==> config.mk <==
export PLATFORM = sky130hd
export DESIGN_NAME = frame_aligner_gen
export DESIGN_NICKNAME = d
export VERILOG_FILES = /design/src/rtl/frame_aligner_gen.sv
export SDC_FILE = /design/constraint.sdc
export NUM_CORES = 1
export LEC_CHECK = 0
export CORE_AREA = 2 2 212 214
export CTS_CLUSTER_SIZE = 14
export DETAILED_ROUTE_END_ITERATION = 8
export DIE_AREA = 0 0 214 216
export GPL_ROUTABILITY_DRIVEN = 0
export GPL_TIMING_DRIVEN = 0
export PLACE_DENSITY = 0.46
export SLEW_MARGIN = 20
export SYNTH_ARGS = -nofsm -noshare
export SYNTH_HDL_FRONTEND = slang
export SYNTH_SLANG_ARGS = --single-unit
==> constraint.sdc <==
create_clock -name clk40MHz_RX -period 2 [get_ports clk40MHz_RX]
set_input_delay 0.4 -clock clk40MHz_RX [delete_from_list [all_inputs] [get_ports clk40MHz_RX]]
set_output_delay 0.4 -clock clk40MHz_RX [all_outputs]
set_load 0.02 [all_outputs]
==> src/rtl/frame_aligner_gen.sv <==
// Header-based frame aligner: requests gearbox bit slips until LOCK_THR consecutive good headers are seen.
// Define FRAME_ALIGNER_ERRCNT_EN to build the saturating locked-state header error counter.
module frame_aligner_gen #(
  parameter int                FRAME_W     = 256,
  parameter int                HDR_W       = 2,
  parameter logic [HDR_W-1:0]  HDR_PATTERN = 2'b10,
  parameter int                LOCK_THR    = 8,
  parameter int                UNLOCK_THR  = 4,
  parameter int                SLIP_WAIT   = 3,
  parameter int                ERR_W       = 16
) (
  input  logic               clk40MHz_RX,
  input  logic               reset_n,
  input  logic               enable_i,
  input  logic               mode_i,
  input  logic [FRAME_W-1:0] frame_i,
  output logic               bitslip_o,
  output logic               ready_o,
  output logic [FRAME_W-1:0] frame_o,
  output logic               valid_o,
  output logic [7:0]         slip_cnt_o,
  output logic [ERR_W-1:0]   err_cnt_o
);

  typedef enum logic [2:0] {ST_IDLE, ST_CHECK, ST_SLIP, ST_WAIT, ST_LOCKED} state_t;

  localparam logic [7:0]         LOCK_LAST   = 8'(LOCK_THR - 1);
  localparam logic [7:0]         UNLOCK_LAST = 8'(UNLOCK_THR - 1);
  localparam logic [3:0]         WAIT_LOAD   = 4'(SLIP_WAIT);
  localparam logic [FRAME_W-1:0] LOW_MASK    = {{(FRAME_W - FRAME_W/2){1'b0}}, {(FRAME_W/2){1'b1}}};

  state_t             state_q, state_d;
  logic [7:0]         good_q, good_d;
  logic [7:0]         bad_q, bad_d;
  logic [3:0]         wait_q, wait_d;
  logic               bitslip_q, bitslip_d;
  logic               ready_q, ready_d;
  logic               valid_q, valid_d;
  logic               mode_q, mode_d;
  logic [7:0]         slip_q, slip_d;
  logic [FRAME_W-1:0] frame_q, frame_d;
  logic [HDR_W-1:0]   hdr;
  logic               hdr_good;
`ifdef FRAME_ALIGNER_ERRCNT_EN
  logic [ERR_W-1:0]   err_q, err_d;
`endif

  assign hdr      = mode_i ? frame_i[FRAME_W-1 -: HDR_W] : frame_i[FRAME_W/2-1 -: HDR_W];
  assign hdr_good = (hdr == HDR_PATTERN);

  always_comb begin
    state_d   = state_q;
    good_d    = good_q;
    bad_d     = bad_q;
    wait_d    = wait_q;
    bitslip_d = 1'b0;
    ready_d   = ready_q;
    valid_d   = ready_q;
    mode_d    = mode_i;
    slip_d    = bitslip_q ? slip_q + 8'd1 : slip_q;
    frame_d   = mode_i ? frame_i : (frame_i & LOW_MASK);
`ifdef FRAME_ALIGNER_ERRCNT_EN
    err_d     = err_q;
    if (state_q == ST_LOCKED && enable_i && mode_i == mode_q && !hdr_good && err_q != '1)
      err_d = err_q + ERR_W'(1);
`endif
    if (!enable_i) begin
      state_d = ST_IDLE;
      good_d  = '0;
      bad_d   = '0;
      wait_d  = '0;
      ready_d = 1'b0;
    end else if (ready_q && mode_i != mode_q) begin
      // Header position moved under us: restart the lock search.
      state_d = ST_CHECK;
      good_d  = '0;
      bad_d   = '0;
      wait_d  = '0;
      ready_d = 1'b0;
    end else begin
      case (state_q)
        ST_IDLE: state_d = ST_CHECK;
        ST_CHECK: begin
          if (hdr_good) begin
            if (good_q == LOCK_LAST) begin
              state_d = ST_LOCKED;
              good_d  = '0;
              bad_d   = '0;
              ready_d = 1'b1;
            end else begin
              good_d = good_q + 8'd1;
            end
          end else begin
            good_d    = '0;
            state_d   = ST_SLIP;
            bitslip_d = 1'b1;
          end
        end
        ST_SLIP: begin
          if (SLIP_WAIT == 0) begin
            state_d = ST_CHECK;
          end else begin
            wait_d  = WAIT_LOAD;
            state_d = ST_WAIT;
          end
        end
        ST_WAIT: begin
          wait_d = wait_q - 4'd1;
          if (wait_q <= 4'd1) begin
            wait_d  = '0;
            state_d = ST_CHECK;
          end
        end
        ST_LOCKED: begin
          if (hdr_good) begin
            bad_d = '0;
          end else if (bad_q == UNLOCK_LAST) begin
            state_d = ST_CHECK;
            good_d  = '0;
            bad_d   = '0;
            ready_d = 1'b0;
          end else begin
            bad_d = bad_q + 8'd1;
          end
        end
        default: begin
          state_d = ST_IDLE;
          ready_d = 1'b0;
        end
      endcase
    end
  end

  always_ff @(posedge clk40MHz_RX) begin
    if (!reset_n) begin
      state_q   <= ST_IDLE;
      good_q    <= '0;
      bad_q     <= '0;
      wait_q    <= '0;
      bitslip_q <= 1'b0;
      ready_q   <= 1'b0;
      valid_q   <= 1'b0;
      mode_q    <= 1'b0;
      slip_q    <= '0;
      frame_q   <= '0;
`ifdef FRAME_ALIGNER_ERRCNT_EN
      err_q     <= '0;
`endif
    end else begin
      state_q   <= state_d;
      good_q    <= good_d;
      bad_q     <= bad_d;
      wait_q    <= wait_d;
      bitslip_q <= bitslip_d;
      ready_q   <= ready_d;
      valid_q   <= valid_d;
      mode_q    <= mode_d;
      slip_q    <= slip_d;
      frame_q   <= frame_d;
`ifdef FRAME_ALIGNER_ERRCNT_EN
      err_q     <= err_d;
`endif
    end
  end

  assign bitslip_o  = bitslip_q;
  assign ready_o    = ready_q;
  assign valid_o    = valid_q;
  assign frame_o    = frame_q;
  assign slip_cnt_o = slip_q;
`ifdef FRAME_ALIGNER_ERRCNT_EN
  assign err_cnt_o  = err_q;
`else
  assign err_cnt_o  = '0;
`endif

endmodule

==> impl_metrics.json <==
{
  "run_status": "finished clean",
  "multi_input_area_mm2": 0.002696,
  "fmax_mhz": 512.2,
  "die-area_mm2": 0.04622,
  "n_antenna_cell": 0,
  "reg2reg_from": "state_q[0]",
  "worst_slew_pin_slew_ns": 0.8966,
  "critPathLaunch": "frame_o[76]",
  "power_density_mw_per_mm2": 899.8,
  "portBuffers": 525,
  "cts_buffer_depth": 3,
  "dr.pass1.iters": 6,
  "syn_to_final_growth_pct": 83.44,
  "drtIter0Drc": 258,
  "synth_top_area_share_pct": 66.66,
  "syn_area_mm2": 0.008740,
  "finalSetupViolCount": 0,
  "cts_sinks": 291,
  "cp_cell_sequence": "clkdlybuf4s50_1",
  "die_h_um": 216,
  "layout_setup_ws_ns": 0.04761,
  "start_kind": "register",
  "layout-drive-gt1-share_pct": 6.788,
  "fin_nets": 1615,
  "ff_latch_area_mm2": 0.005829,
  "initial_utilization_pct": 19.94,
  "worst_ep_required_time_ns": 1.60,
  "syn-instance-count": 767,
  "fillers": 4399,
  "holdWs_ns": 0.4034,
  "synthTopCellsByCount": "dfxtp_1, and2_1, and3_1",
  "worst-path-max-fanout": 1,
  "ir_drop_uv": 425.6,
  "clkTransAtPathRegs_ns": 0.06,
  "drv_cap": 0,
  "cts-root-buf": "clkbuf_16",
  "synthFlopType": "dfxtp_1",
  "hold_class": "input pin to register",
  "grt_pass1_vias": 7545,
  "wl_per_cell_um": 18.92,
  "crit_buf_inv": 1,
  "post-place-ws_ns": -0.7340,
  "yosysTopAreaCell": "dfxtp_1",
  "drv_slew": 0,
  "grtUsageTotal_pct": 15.56,
  "cts.htree.levels": 2,
  "yosysSeqAreaShare_pct": 66.66,
  "antenna_found_initial": 1,
  "fin_skew_ns": 0.01230,
  "core_mm2": 0.04384,
  "slowest_delay_ns": 0.71,
  "clk_latency_ns": 0.53,
  "syn_area_per_cell_um2": 11.39,
  "relSlewSlack_pct": 40.22,
  "slowest_stage": "clkdlybuf4s50_1",
  "dp_hpwl_um": 29500,
  "arrival_ns": 1.55,
  "end_kind": "output port",
  "hold_violations": 0,
  "cts_tree": "yes",
  "rsz0062_at_grt": "true",
  "grt_max_degree": 12,
  "cts-buffers-inserted": 36,
  "die_w_um": 214,
  "synthTopCellsByArea": "dfxtp_1, and2_1, and3_1",
  "route.detailed.drc": 0,
  "vias_per_cell": 3.832,
  "synth_seq_cells": 291,
  "hold_buffers": 0,
  "grt_overflow": 0,
  "async_flop_share_pct": 0,
  "grt_pass1_wl_um": 52800,
  "vias": 7518,
  "synth.distinct_cells": 44,
  "cp_top_family": "buffers and inverters",
  "synth.most_common_cell": "dfxtp_1",
  "path_class": "register to output port",
  "leakagePower_uw": 0.006682,
  "post-route-min-period_ns": 1.952,
  "antenna_left": 0,
  "min_from": "mode_i",
  "synth_edf_count": 0,
  "wl_um": 37120,
  "yosys_warnings": 0,
  "finalCritPeriodShare_pct": 97.62,
  "rows": 77,
  "num_io_pins": 543
}
per-stage QoR:
step	total power [uW]	setup TNS, ns	area [um^2]	std cells	utilization, %
after detailed placement	8036	-68.48	14790	1899	33.74
after CTS	14720	0	15960	1959	36.40
after global placement	8029	-66.00	14790	1899	33.74
final	14420	0	16030	1962	36.57
after floorplan	6864	0	8796	782	-
after global routing	15050	-0.005635	16030	1962	36.57
layer usage:
layer	vias to the layer above	share of wire [%]	global-route usage (%)
met3	48	6.9	5.116
li1	3658	-	-
met4	0	2.3	4.522
met2	287	51	28.15
met5	-	0	0
met1	3525	40	17.32
registers in the layout, indices dropped and copies added, names as in the netlist:
register and flops:
bad_q 8, valid_o 1, state_q 3, mode_q 1
good_q 8, frame_o 256, bitslip_o 1, ready_o 1
wait_q 4, slip_cnt_o 8
path summary, 6_finish.rpt:
path / endpoint / slack [ns] / cells after the start
worst max register to register: bad_q[4] / 0.10 / 7
worst min register to register: wait_q[3] / 0.49 / 1
worst max-delay path: frame_o[76] / 0.05 / 1
worst min-delay path: state_q[0] / 0.40 / 4
layout by cell type, fill, tap and decap left out, drive strengths merged, types with 3 or more instances in the layout:
master	n
clkdlybuf4s50	498
dfxtp	291
and2	136
and3	132
clkbuf	94
nor2	25
dlygate4sd2	23
buf	23
conb	16
nand2	13
nor3	12
o21ai	10
xnor2	10
xor2	9
nand3	7
a21oi	7
inv	6
ha	5
nand4	4
bufinv	4
clkinv	4
dlymetal6s2s	4
nor3b	4
nand3b	3
nor2b	3
or3b	3
area by class of cell:
type	count	area share, %
sequential	291	36.36
timing repair buffer	531	32.94
multi-input combinational	423	16.82
clock buffer	48	6.283
tap	592	4.620
buffer	63	1.897
clock inverter	10	0.9834
inverter	4	0.09366
timing repair:
action | CTS | global route
setup endpoints to repair | 38 | 30
buffers inserted | 2 | 4
resized for setup | 25 | 17
pin swaps | 1 | 3
report_power, final:
group | leakage, uW | switching, uW | total, uW | internal [uW]
Combinational | 0.00371 | 774 | 1760 | 990
Sequential | 0.00240 | 69.8 | 6120 | 6050
Clock | 0.000574 | 2510 | 6540 | 4030
kinds of logic (layout without fill, tap and decap cells):
family,after synthesis,in the layout,synth area share (%)
muxes,2,2,0.2291
AOI/OAI and AO/OA,32,32,2.663
xor gates and xnor gates,19,19,1.904
other,1,16,0.04291
buffers and inverters,68,656,3.636
adders and majority gates,5,5,0.7158
and+or+nand+nor,349,349,24.15
DFF,291,291,66.66
Note: power is estimated with default switching activity, not from simulation.
